`src/rtl/stg1if_pbuf_pkg.sv`:
```
// Shared sizes and helpers for the fetch-to-decode prefetch buffer.
// Provides SIZE_DATA/SIZE_ADDR/HBIT_* (sizes.vh content) and a depth check.
`ifndef SIZE_DATA
`define SIZE_DATA 32
`endif
`ifndef SIZE_ADDR
`define SIZE_ADDR 32
`endif
`ifndef HBIT_DATA
`define HBIT_DATA (`SIZE_DATA - 1)
`endif
`ifndef HBIT_ADDR
`define HBIT_ADDR (`SIZE_ADDR - 1)
`endif

package stg1if_pbuf_pkg;
    localparam int SIZE_DATA = `SIZE_DATA;
    localparam int SIZE_ADDR = `SIZE_ADDR;
    localparam int HBIT_DATA = `HBIT_DATA;
    localparam int HBIT_ADDR = `HBIT_ADDR;

    function automatic bit is_pow2(input int n);
        return (n >= 2) && ((n & (n - 1)) == 0);
    endfunction
endpackage

```
`src/rtl/stg1if_pbuf_if.sv`:
```
// Fetch/decode handshake bundle around the prefetch buffer.
// master: fetch+decode side (drives words, stall, flush); slave: buffer.
interface stg1if_pbuf_if
    import stg1if_pbuf_pkg::*;
#(
    parameter int P_DATA_W = SIZE_DATA,
    parameter int P_ADDR_W = SIZE_ADDR,
    parameter int P_DEPTH  = 4
);
    localparam int CW = $clog2(P_DEPTH + 1);

    logic                iw_ia_valid;
    logic [P_ADDR_W-1:0] iw_pc;
    logic [P_DATA_W-1:0] iw_mem_data;
    logic                iw_stall;
    logic                iw_flush;
    logic                ow_ready;
    logic                ow_valid;
    logic [P_ADDR_W-1:0] ow_pc;
    logic [P_DATA_W-1:0] ow_instr;
    logic [CW-1:0]       ow_count;
    logic                ow_ovf;

    modport master (
        output iw_ia_valid, iw_pc, iw_mem_data,
        output iw_stall, iw_flush,
        input  ow_ready, ow_valid, ow_pc, ow_instr,
        input  ow_count, ow_ovf
    );

    modport slave (
        input  iw_ia_valid, iw_pc, iw_mem_data,
        input  iw_stall, iw_flush,
        output ow_ready, ow_valid, ow_pc, ow_instr,
        output ow_count, ow_ovf
    );
endinterface

```
`src/rtl/stg1if_pbuf_mem.sv`:
```
// Prefetch entry storage: P_DEPTH x P_W register array.
// Ports: one write port (we/waddr/wdata), asynchronous read (raddr/rdata).
module stg1if_pbuf_mem #(
    parameter int P_DEPTH = 4,
    parameter int P_W     = 64
) (
    input  logic                       iw_clk,
    input  logic                       iw_rst,
    input  logic                       iw_we,
    input  logic [$clog2(P_DEPTH)-1:0] iw_waddr,
    input  logic [P_W-1:0]             iw_wdata,
    input  logic [$clog2(P_DEPTH)-1:0] iw_raddr,
    output logic [P_W-1:0]             ow_rdata
);
    logic [P_W-1:0] mem_q [P_DEPTH];
    logic [P_W-1:0] mem_d [P_DEPTH];

    always_comb begin
        mem_d = mem_q;
        if (iw_we) begin
            mem_d[iw_waddr] = iw_wdata;
        end
    end

    always_ff @(posedge iw_clk or posedge iw_rst) begin
        if (iw_rst) begin
            for (int i = 0; i < P_DEPTH; i++) begin
                mem_q[i] <= '0;
            end
        end else begin
            mem_q <= mem_d;
        end
    end

    assign ow_rdata = mem_q[iw_raddr];
endmodule

```
`src/rtl/stg1if_pbuf.sv`:
```
// Prefetch FIFO between fetch and decode; pointers, count, overflow flag.
// Ports: iw_clk, iw_rst (async, active-high), bus (slave side of bundle).
`ifndef SIZE_DATA
`define SIZE_DATA 32
`endif
`ifndef SIZE_ADDR
`define SIZE_ADDR 32
`endif

module stg1if_pbuf
    import stg1if_pbuf_pkg::*;
#(
    parameter int P_DATA_W = `SIZE_DATA,
    parameter int P_ADDR_W = `SIZE_ADDR,
    parameter int P_DEPTH  = 4
) (
    input  logic           iw_clk,
    input  logic           iw_rst,
    stg1if_pbuf_if.slave   bus
);
    localparam int AW = $clog2(P_DEPTH);
    localparam int CW = $clog2(P_DEPTH + 1);
    localparam int EW = P_ADDR_W + P_DATA_W;

    if (!is_pow2(P_DEPTH)) begin : g_depth_chk
        $error("P_DEPTH must be a power of 2 and >= 2");
    end

    logic [AW-1:0] wr_ptr_q, wr_ptr_d;
    logic [AW-1:0] rd_ptr_q, rd_ptr_d;
    logic [CW-1:0] count_q, count_d;
    logic          ovf_q, ovf_d;
    logic          ready, valid, enq, deq;
    logic [EW-1:0] head;

    // Ready looks only at the registered count, so a full buffer
    // refuses a word even when decode drains one on the same edge.
    assign ready = (count_q < CW'(P_DEPTH));
    assign valid = (count_q != '0);
    assign enq   = bus.iw_ia_valid && ready && !bus.iw_flush;
    assign deq   = valid && !bus.iw_stall && !bus.iw_flush;

    always_comb begin
        wr_ptr_d = wr_ptr_q;
        rd_ptr_d = rd_ptr_q;
        count_d  = count_q;
        ovf_d    = ovf_q;
        if (bus.iw_flush) begin
            wr_ptr_d = '0;
            rd_ptr_d = '0;
            count_d  = '0;
            ovf_d    = 1'b0;
        end else begin
            if (enq) wr_ptr_d = wr_ptr_q + AW'(1);
            if (deq) rd_ptr_d = rd_ptr_q + AW'(1);
            unique case ({enq, deq})
                2'b10:   count_d = count_q + CW'(1);
                2'b01:   count_d = count_q - CW'(1);
                default: count_d = count_q;
            endcase
            if (bus.iw_ia_valid && !ready) ovf_d = 1'b1;
        end
    end

    always_ff @(posedge iw_clk or posedge iw_rst) begin
        if (iw_rst) begin
            wr_ptr_q <= '0;
            rd_ptr_q <= '0;
            count_q  <= '0;
            ovf_q    <= 1'b0;
        end else begin
            wr_ptr_q <= wr_ptr_d;
            rd_ptr_q <= rd_ptr_d;
            count_q  <= count_d;
            ovf_q    <= ovf_d;
        end
    end

    stg1if_pbuf_mem #(
        .P_DEPTH (P_DEPTH),
        .P_W     (EW)
    ) u_mem (
        .iw_clk   (iw_clk),
        .iw_rst   (iw_rst),
        .iw_we    (enq),
        .iw_waddr (wr_ptr_q),
        .iw_wdata ({bus.iw_pc, bus.iw_mem_data}),
        .iw_raddr (rd_ptr_q),
        .ow_rdata (head)
    );

    // Stale storage survives a flush, so the head is masked when empty.
    assign bus.ow_ready = ready;
    assign bus.ow_valid = valid;
    assign bus.ow_pc    = valid ? head[EW-1:P_DATA_W] : '0;
    assign bus.ow_instr = valid ? head[P_DATA_W-1:0] : '0;
    assign bus.ow_count = count_q;
    assign bus.ow_ovf   = ovf_q;
endmodule

```
`src/flat_wrapper.sv`:
```
// flat-port wrapper written by rule: the top's interface ports become plain ports
module stg1if_pbuf_flat import stg1if_pbuf_pkg::*;
#(
    parameter int P_DATA_W = `SIZE_DATA,
    parameter int P_ADDR_W = `SIZE_ADDR,
    parameter int P_DEPTH  = 4
)
  (iw_clk, iw_rst, bus_iw_ia_valid, bus_iw_pc, bus_iw_mem_data, bus_iw_stall, bus_iw_flush, bus_ow_ready, bus_ow_valid, bus_ow_pc, bus_ow_instr, bus_ow_count, bus_ow_ovf);
  stg1if_pbuf_if #(.P_DATA_W(P_DATA_W), .P_ADDR_W(P_ADDR_W), .P_DEPTH(P_DEPTH)) bus_i ();
  input  logic iw_clk;
  input  logic iw_rst;
  input wire logic [$bits(bus_i.iw_ia_valid)-1:0] bus_iw_ia_valid;
  input wire logic [$bits(bus_i.iw_pc)-1:0] bus_iw_pc;
  input wire logic [$bits(bus_i.iw_mem_data)-1:0] bus_iw_mem_data;
  input wire logic [$bits(bus_i.iw_stall)-1:0] bus_iw_stall;
  input wire logic [$bits(bus_i.iw_flush)-1:0] bus_iw_flush;
  output wire logic [$bits(bus_i.ow_ready)-1:0] bus_ow_ready;
  output wire logic [$bits(bus_i.ow_valid)-1:0] bus_ow_valid;
  output wire logic [$bits(bus_i.ow_pc)-1:0] bus_ow_pc;
  output wire logic [$bits(bus_i.ow_instr)-1:0] bus_ow_instr;
  output wire logic [$bits(bus_i.ow_count)-1:0] bus_ow_count;
  output wire logic [$bits(bus_i.ow_ovf)-1:0] bus_ow_ovf;
  assign bus_i.iw_ia_valid = bus_iw_ia_valid;
  assign bus_i.iw_pc = bus_iw_pc;
  assign bus_i.iw_mem_data = bus_iw_mem_data;
  assign bus_i.iw_stall = bus_iw_stall;
  assign bus_i.iw_flush = bus_iw_flush;
  assign bus_ow_ready = bus_i.ow_ready;
  assign bus_ow_valid = bus_i.ow_valid;
  assign bus_ow_pc = bus_i.ow_pc;
  assign bus_ow_instr = bus_i.ow_instr;
  assign bus_ow_count = bus_i.ow_count;
  assign bus_ow_ovf = bus_i.ow_ovf;
  stg1if_pbuf #(.P_DATA_W(P_DATA_W), .P_ADDR_W(P_ADDR_W), .P_DEPTH(P_DEPTH)) u_core (.iw_clk(iw_clk), .iw_rst(iw_rst), .bus(bus_i));
endmodule
```
`config.mk`:
```
export PLATFORM = sky130hd
export DESIGN_NAME = stg1if_pbuf_flat
export DESIGN_NICKNAME = d
export VERILOG_FILES = /design/src/rtl/stg1if_pbuf_pkg.sv /design/src/rtl/stg1if_pbuf_if.sv /design/src/rtl/stg1if_pbuf_mem.sv /design/src/rtl/stg1if_pbuf.sv /design/src/flat_wrapper.sv
export SDC_FILE = /design/constraint.sdc
export NUM_CORES = 1
export LEC_CHECK = 0
export CORE_UTILIZATION = 35
export CTS_CLUSTER_SIZE = 25
export DETAILED_ROUTE_END_ITERATION = 6
export GPL_TIMING_DRIVEN = 0
export PLACE_DENSITY = 0.6
export SETUP_SLACK_MARGIN = 0.05
export SYNTH_ARGS = -nofsm -noshare
export SYNTH_HDL_FRONTEND = slang
export SYNTH_HIERARCHICAL = 1
export SYNTH_SLANG_ARGS = --single-unit
```
`constraint.sdc`:
```
create_clock -name iw_clk -period 12.3 [get_ports iw_clk]
set_input_delay 2.46 -clock iw_clk [delete_from_list [all_inputs] [get_ports iw_clk]]
set_output_delay 2.46 -clock iw_clk [all_outputs]
set_load 0.01 [all_outputs]
```
==> impl_metrics.ini, run 1 <==
[clocking]
clock_sinks = 264
postCtsResizedCells = 0
ctsHtreeMaxLevel = 1
cts.clk_slew.worst_paths_ns = 0.06
cts_buffers = 31
clk_latency_ns = 0.55
clock_path_buffers = 3
post_cts_buffers = 0
cts_hold_buf = 0
cts-root-buf = clkbuf_16
cts_tree = done

[critical_path]
cp_slowest_cell = clkdlybuf4s50_1
reg2reg_depth = 7
r2r_slack_ns = 10.01
critPathKind = register to output port
startpoint = u_core/rd_ptr_q[0]$_DFFE_PP0P_
critPathMaxFanout = 10
timing.rr.start = u_core/bus.ow_count[2]$_DFFE_PP0P_
cpPeakStageDelay_ns = 0.58
timing.critical_path.required_ns = 9.84
path_cells = buf_4 > buf_4 > buf_4 > mux4_2 > nor2b_1 > clkdlybuf4s50_1
critPathCapture = bus_ow_instr[30]
critPathLaunchType = register
cpMostUsedCell = buf_4
critPathArrivalTime_ns = 2.80
rr_endpoint = u_core/u_mem/mem_q[50]$_DFFE_PP0P_
cp-end-kind = output port

[global_routing]
antenna_found_initial = 0
use_met1_pct = 22.9
grt_pass1_wl_mm = 44.9
grt-ovfl-total = 0
grt_pass1_vias = 7529
use_met3_pct = 2.94
grt_usage_pct = 15.9
grt_max_degree = 117
grt_most_used_layer = met2
grt_use_met2_pct = 24.9

[floorplan]
dieWidth_um = 191
dieArea_sq_mm = 0.0366
rows = 68
initial_core_util_pct = 35.9
coreArea_sq_mm = 0.0349
io-pin-count = 139
die_h_um = 191

[timing]
setup_viol = 0
worst_pin_slew_ns = 0.635
hold-worst-slack_ns = 0.480
slew_viol_final = 0
period_share_pct = 42.8
skew_ns = 0.0148
setup_tns_ns = 0
hold_viol = 0
fmax_mhz = 190
relSlewSlack_pct = 57.6
period_minus_slack_ns = 5.26
rsz0062_at_grt = false

[placement]
dp.cells = 1344
dp_hpwl_mm = 17.8
portBuffers = 136
globalplace.congestion = 0.711
placed_area_sq_mm = 0.0145

[detailed_routing]
drt_wl_total_mm = 28.1
firstDrtPassIters = 4
ant_nets = 0
vias = 6862
drt_iter0_markers = 300
drc = 0
detail_route.wl_per_cell_um = 20.1
viasPerCell = 4.90

[yosys]
yosysTopAreaCellShare_pct = 52.7
syn-cell-area_sq_mm = 0.0125
yosysSeqAreaShare_pct = 52.7
synth_warnings = 6
yosys_register_bits = 264
syn_inst = 751
synth_edf_count = 0
synth_nets = 821
synth_top_area_cell = dfrtp_1
yosysUniqueCellTypes = 34
yosys-top-cells-area = dfrtp_1, mux2_4, mux4_2
avgSynthCellArea_sq_um = 16.7
async_reset_ff_share_pct = 100
synth_ff_type = dfrtp_1

[finish]
final_cell_mix = dfrtp_1, clkdlybuf4s50_1, mux2_4, mux2_2, mux2_1
drive_gt1_share_pct = 37.8
syn_to_final_growth_pct = 23.4
fin_nets = 992
final_common_cell = dfrtp_1
fin_area_sq_mm = 0.0155
final_cells = 1399

[power_and_ir_drop]
peakVddDrop_v = 0.000102
power_leakage_nw = 6.94
cellPowerDensity_mw_per_mm2 = 199

[status]
outcome = finished clean

[min_path]
hold_path_class = register to register

[job]
drv_cap = 0
==> where the power goes <==
group | leakage [nW] | internal [mW] | total [mW] | switching [mW]
Combinational | 3.17 | 0.610 | 0.894 | 0.284
Sequential | 3.31 | 1.17 | 1.33 | 0.156
Clock | 0.461 | 0.500 | 0.857 | 0.357
==> worst max-delay path: cells and delay by family, from the launching register on <==
kind | cells | cell delay [ns]
buf+inv | 4 | 1.44
flops | 1 | 0.38
mux | 1 | 0.20
simple gates | 1 | 0.23
==> kinds of logic (layout without fill, tap and decap cells) <==
group,Yosys count,count (layout),share of synthesized area [%]
other,0,1,0
adders and majority gates,1,1,0.160
buffers and inverters,58,250,3.59
AOI/OAI and AO/OA,13,13,0.619
DFF,264,264,52.7
muxes,320,320,38.1
and+or+nand+nor,90,90,4.47
xor gates and xnor gates,5,5,0.349
==> how the worst min path moves through the flow <==
stage,from,endpoint,slack [ns],depth (start not counted)
global route,u_core/u_mem/mem_q[195]$_DFFE_PP0P_,u_core/u_mem/mem_q[195]$_DFFE_PP0P_,0.50,1
global placement,u_core/u_mem/mem_q[215]$_DFFE_PP0P_,u_core/u_mem/mem_q[215]$_DFFE_PP0P_,0.46,1
CTS,u_core/u_mem/mem_q[239]$_DFFE_PP0P_,u_core/u_mem/mem_q[239]$_DFFE_PP0P_,0.49,1
detailed placement,u_core/u_mem/mem_q[199]$_DFFE_PP0P_,u_core/u_mem/mem_q[199]$_DFFE_PP0P_,0.47,1
floorplan,u_core/u_mem/mem_q[192]$_DFFE_PP0P_,u_core/u_mem/mem_q[192]$_DFFE_PP0P_,0.45,1
finish,u_core/u_mem/mem_q[228]$_DFFE_PP0P_,u_core/u_mem/mem_q[228]$_DFFE_PP0P_,0.48,1
==> synthesized netlist by cell type (2+ instances only) <==
cell / instances
nand3b_1: 3
mux2_4: 120
clkbuf_1: 4
inv_1: 5
buf_6: 19
mux2_1: 65
buf_4: 21
nand2_1: 3
xor2_1: 2
o21ai_0: 4
a21oi_1: 4
nor3_1: 2
nor3b_2: 2
xnor2_1: 3
nor2b_1: 62
and2b_1: 2
dfrtp_1: 264
mux2_2: 71
mux4_2: 64
nor2_1: 10
buf_2: 8
==> per-stage QoR <==
stage	utilization [%]	setup slack (ns)	power [mW]
floorplan	-	2.80	1.94
CTS	44.3	6.93	3.13
detailed placement	41.6	7.54	2.24
finish	44.3	7.04	3.08
global route	44.3	6.85	3.25
global placement	41.5	-0.923	2.22
==> final cells by class <==
| type | instances | area (sq um) |
|---|---|---|
| fill | 3136 | 19400 |
| sequential | 264 | 6610 |
| multi-input combinational | 429 | 5480 |
| timing repair buffer | 138 | 1420 |
| clock buffer | 43 | 851 |
| tap | 455 | 569 |
| buffer | 53 | 432 |
| clock inverter | 11 | 88.8 |
| inverter | 5 | 26.3 |
| antenna | 1 | 2.50 |
==> flip-flops by register name (all words and copies together) (netlist names) <==
signal / cells
u_core/bus.ow_count: 3
u_core/rd_ptr_q: 2
u_core/bus.ow_ovf: 1
u_core/u_mem/mem_q: 256
u_core/wr_ptr_q: 2
==> metal layers <==
layer  share of wire (%)  routed length, um
met3                 4.1               1150
met5                   0                  0
met1                  48              13400
met2                  46              12900
met4                 2.0                553
No activity file was read; power rests on OpenSTA's default activity.
==> run 2, diff against run 1 <==
- clock period: 12.3 -> 5.5 ns (I/O delays scaled with it)
==> run 2 against run 1 <==
First-iteration DRC count fell by 1.7%; sequential power rose by 120%; hold slack barely moved; setup slack got worse by 5.4 ns; routed wire length rose by 0.26%; core utilization rose by 0.48 points; critical path type unchanged.
==> impl_metrics.ini, run 2 (same netlist as run 1, synthesis figures left out) <==
[power_and_ir_drop]
cellPowerDensity_mw_per_mm2 = 446
peakVddDrop_v = 0.000266
power_leakage_nw = 7.02
p_total_mw = 6.97

[placement]
globalplace.congestion = 0.720
dp.cells = 1350
portBuffers = 136
dp_hpwl_mm = 18.3

[job]
drv_cap = 0

[clocking]
postCtsResizedCells = 0
cts-root-buf = clkbuf_16
clock_sinks = 264
clock_path_buffers = 3
cts_tree = done
clk_latency_ns = 0.54
ctsHtreeMaxLevel = 1
cts.clk_slew.worst_paths_ns = 0.06
post_cts_buffers = 0
cts_hold_buf = 0
cts_buffers = 30

[min_path]
hold_path_class = register to register

[floorplan]
rows = 68
initial_core_util_pct = 35.9
dieArea_sq_mm = 0.0366
coreArea_sq_mm = 0.0349
die_h_um = 191
io-pin-count = 139
dieWidth_um = 191

[detailed_routing]
viasPerCell = 4.94
drc = 0
drt_wl_total_mm = 28.1
detail_route.wl_per_cell_um = 20.0
vias = 6932
firstDrtPassIters = 4
ant_nets = 0
drt_iter0_markers = 295

[finish]
largest_register_ffs = 256
fill_cells = 3132
drive_gt1_share_pct = 38.8
final_common_cell = dfrtp_1
final_cell_mix = dfrtp_1, clkdlybuf4s50_1, mux2_4, mux2_2, mux2_1
syn_to_final_growth_pct = 24.7
final_cells = 1404
final_core_util_pct = 44.8
regMostFlops = u_core/u_mem/mem_q
num_antenna_cells = 0
fin_nets = 997

[timing]
period_minus_slack_ns = 3.89
skew_ns = 0.00577
slew_viol_final = 0
period_share_pct = 70.7
relSlewSlack_pct = 58.4
hold_viol = 0
fmax_mhz = 257
rsz0062_at_grt = false
worst_pin_slew_ns = 0.625
setup_viol = 0

[critical_path]
cp-end-kind = output port
critPathArrivalTime_ns = 2.79
timing.critical_path.required_ns = 4.40
rr_endpoint = u_core/u_mem/mem_q[51]$_DFFE_PP0P_
startpoint = u_core/rd_ptr_q[1]$_DFFE_PP0P_
cpPeakStageDelay_ns = 0.61
critPathLaunchType = register
path_cells = buf_4 > buf_4 > buf_4 > mux4_2 > nor2b_1 > clkdlybuf4s50_1
reg2reg_depth = 7
timing.rr.start = u_core/bus.ow_count[2]$_DFFE_PP0P_
cpMostUsedCell = buf_4
critPathKind = register to output port
cp_slowest_cell = clkdlybuf4s50_1
critPathMaxFanout = 10
critPathCapture = bus_ow_pc[30]
r2r_slack_ns = 3.27

[status]
outcome = finished clean

[global_routing]
grt_pass1_wl_mm = 44.7
grt_max_degree = 37
antenna_found_initial = 0
grt_pass1_vias = 7657
grt-ovfl-total = 0
grt_usage_pct = 15.9
[run 2: critical path, delay by kind of cell (launching register included)]
family                 cells  cell delay (ns)
buffers and inverters      4             1.42
DFF                        1             0.36
and+or+nand+nor            1             0.26
muxes                      1             0.21
[run 2: worst min-delay path by stage]
stage	from	to	slack, ns	cells past startpoint
2_1_floorplan	u_core/u_mem/mem_q[192]$_DFFE_PP0P_	u_core/u_mem/mem_q[192]$_DFFE_PP0P_	0.45	1
3_3_place_gp	u_core/u_mem/mem_q[250]$_DFFE_PP0P_	u_core/u_mem/mem_q[250]$_DFFE_PP0P_	0.46	1
3_5_place_dp	u_core/u_mem/mem_q[255]$_DFFE_PP0P_	u_core/u_mem/mem_q[255]$_DFFE_PP0P_	0.47	1
4_1_cts	u_core/u_mem/mem_q[236]$_DFFE_PP0P_	u_core/u_mem/mem_q[236]$_DFFE_PP0P_	0.49	1
5_1_grt	u_core/u_mem/mem_q[232]$_DFFE_PP0P_	u_core/u_mem/mem_q[232]$_DFFE_PP0P_	0.50	1
6_report	u_core/u_mem/mem_q[236]$_DFFE_PP0P_	u_core/u_mem/mem_q[236]$_DFFE_PP0P_	0.48	1
[run 2: per-layer routing]
metal	track usage, %	vias to the layer above	share of wire [%]
met1	22.2	3666	47
met4	3.72	0	2.0
met3	2.81	33	4.3
met5	0	-	0
met2	25.5	142	46
li1	-	3091	-
[run 2: per-stage QoR]
step           setup WS [ns]  setup TNS [ns]  instance area [sq um]  hold slack [ns]
5_1_grt                 1.44               0                  15600            0.496
3_5_place_dp            2.15               0                  14600            0.474
3_3_place_gp           -1.12         -283.96                  14500            0.463
4_1_cts                 1.53               0                  15600            0.487
2_1_floorplan           1.03               0                  12500            0.453
6_report                1.61               0                  15600            0.480
[run 2: layout make-up]
cell class | instances | area (sq um) | share of cell area (%)
Sequential cell | 264 | 6610 | 42.3
Multi-Input combinational cell | 429 | 5480 | 35.0
Timing Repair Buffer | 144 | 1520 | 9.73
Clock buffer | 44 | 925 | 5.91
Tap cell | 455 | 569 | 3.64
Buffer | 53 | 432 | 2.76
Clock inverter | 10 | 82.6 | 0.528
Inverter | 5 | 22.5 | 0.144
[run 2: report_power, final]
group          internal, mW  switching, mW
clock                  1.20          0.789
sequential             2.62          0.347
combinational          1.37          0.637
==> run 3, diff against run 2 <==
- PLACE_DENSITY: 0.6 -> 0.62
- clock period: 5.5 -> 3.31 ns (I/O delays scaled with it)
==> run 3 against run 2 <==
First-iteration DRC count fell by 26%; register-to-register slack got worse by 2.2 ns; setup slack got worse by 1.5 ns; cell count fell by 0.28%; sequential share of layout area fell by 0.28 points; design area rose by 0.67%; sequential power rose by 66%; non-clock buffer count rose by 2; die area did not move; flip-flop and latch count did not move; core utilization rose by 0.30 points; critical path type unchanged; critical endpoint is now bus_ow_pc[22]; highest routed layer is now met5.
==> impl_metrics.ini, run 3 (same netlist as run 1, synthesis figures left out) <==
[status]
outcome = finished clean

[finish]
drive_gt1_share_pct = 39.3
fin_nets = 998
fin_area_sq_mm = 0.0157
syn_to_final_growth_pct = 25.6
final_common_cell = dfrtp_1
final_cell_mix = dfrtp_1, clkdlybuf4s50_1, mux2_4, mux2_2, mux2_1
largest_register_ffs = 256
num_antenna_cells = 0
regMostFlops = u_core/u_mem/mem_q
final_core_util_pct = 45.1

[placement]
dp_hpwl_mm = 18.2
portBuffers = 136
placed_area_sq_mm = 0.0146
globalplace.congestion = 0.713

[detailed_routing]
vias = 6905
viasPerCell = 4.93
drt_wl_total_mm = 27.6
detail_route.wl_per_cell_um = 19.7
firstDrtPassIters = 4
drt_iter0_markers = 219
drc = 0
ant_nets = 0

[critical_path]
critPathKind = register to output port
critPathArrivalTime_ns = 2.52
cpMostUsedCell = buf_6
cp_slowest_cell = clkdlybuf4s50_1
critPathLaunchType = register
critPathMaxFanout = 10
path_cells = buf_4 > nor3_4 > buf_12 > buf_6 > buf_6 > and2b_1 > clkdlybuf4s50_1
cp-end-kind = output port
cpPeakStageDelay_ns = 0.48
timing.critical_path.required_ns = 2.65

[power_and_ir_drop]
cellPowerDensity_mw_per_mm2 = 738
peakVddDrop_v = 0.000389
power_leakage_nw = 7.07
p_total_mw = 11.6

[floorplan]
dieArea_sq_mm = 0.0366
io-pin-count = 139
coreArea_sq_mm = 0.0349
rows = 68
die_h_um = 191
dieWidth_um = 191
initial_core_util_pct = 35.9

[global_routing]
grt_pass1_vias = 7573
grt_usage_pct = 15.5
antenna_found_initial = 1
grt-ovfl-total = 0
grt_max_degree = 40
grt_pass1_wl_mm = 44.0

[timing]
period_minus_slack_ns = 3.19
period_share_pct = 96.3
setup_viol = 0
hold_viol = 0
skew_ns = 0.0102
hold-worst-slack_ns = 0.384
setup_tns_ns = 0
fmax_mhz = 314
worst_pin_slew_ns = 0.605
slew_viol_final = 0
rsz0062_at_grt = true
relSlewSlack_pct = 59.6

[min_path]
hold_path_class = input pin to register

[clocking]
cts_tree = done
cts_hold_buf = 0
clock_sinks = 264
clk_latency_ns = 0.54
cts-root-buf = clkbuf_16
clock_path_buffers = 3
ctsHtreeMaxLevel = 1
cts.clk_slew.worst_paths_ns = 0.06
cts_buffers = 29

[job]
drv_cap = 0
run 3: cell count changes in the layout (fill, tap and decap cells not counted), sizes merged:
| cell | before | now |
|---|---|---|
| clkdlybuf4s50 | 136 | 135 |
| dlymetal6s2s | 0 | 1 |
| clkinvlp | 4 | 1 |
| clkbuf | 49 | 43 |
| bufinv | 1 | 4 |
| buf | 56 | 58 |
run 3: worst max-delay path: cells and delay by family, from the launching register on:
kind                   cells  cell delay (ns)
AND/OR/NAND/NOR            2             0.43
flip-flops                 1             0.40
buffers and inverters      5             1.16
run 3: stage by stage:
stage	instances	worst slack, ns
floorplan	751	-0.724
global placement	1342	-2.91
detailed placement	1349	0.340
CTS	1398	0.0370
global route	1400	-0.00176
finish	1400	0.123
run 3: layout make-up:
type | count | area (sq um)
clock inverter | 10 | 150
timing repair buffer | 146 | 1550
multi-input combinational | 429 | 5490
tap | 455 | 569
sequential | 264 | 6610
clock buffer | 38 | 810
fill | 3134 | 19100
inverter | 5 | 22.5
buffer | 53 | 544
run 3: layer usage:
layer  vias up  track usage (%)  routed length (um)
li1       3085                -                   -
met1      3659             22.2               13200
met2       125             24.5               12800
met3        34             2.63                1080
met4         2             3.33                 499
met5         -                0                  12
run 3: worst paths after layout:
check | from | to | slack [ns] | cells past startpoint
max | u_core/bus.ow_count[2]$_DFFE_PP0P_ | bus_ow_pc[22] | 0.12 | 7
min | bus_iw_flush | u_core/rd_ptr_q[0]$_DFFE_PP0P_ | 0.38 | 2
max reg2reg | u_core/bus.ow_count[2]$_DFFE_PP0P_ | u_core/u_mem/mem_q[49]$_DFFE_PP0P_ | 1.05 | 7
min reg2reg | u_core/u_mem/mem_q[195]$_DFFE_PP0P_ | u_core/u_mem/mem_q[195]$_DFFE_PP0P_ | 0.48 | 1
max in group asynchronous | iw_rst | u_core/u_mem/mem_q[163]$_DFFE_PP0P_ | 1.58 | 5
min in group asynchronous | iw_rst | u_core/rd_ptr_q[0]$_DFFE_PP0P_ | 0.56 | 2
run 3: timing repair:
| action | 4_1_cts | 5_1_grt |
|---|---|---|
| setup buffers | 1 | 2 |
| gates cloned | 0 | 0 |
| endpoints found under the setup margin | 64 | 57 |
| resized for setup | 24 | 14 |
| hold endpoints to repair | 0 | 0 |
| pin swaps | 1 | 0 |
run 3: power by group:
| part | internal, mW | switching (mW) |
|---|---|---|
| Clock | 2.01 | 1.26 |
| Sequential | 4.36 | 0.585 |
| Combinational | 2.34 | 1.07 |
| Total | 8.70 | 2.92 |
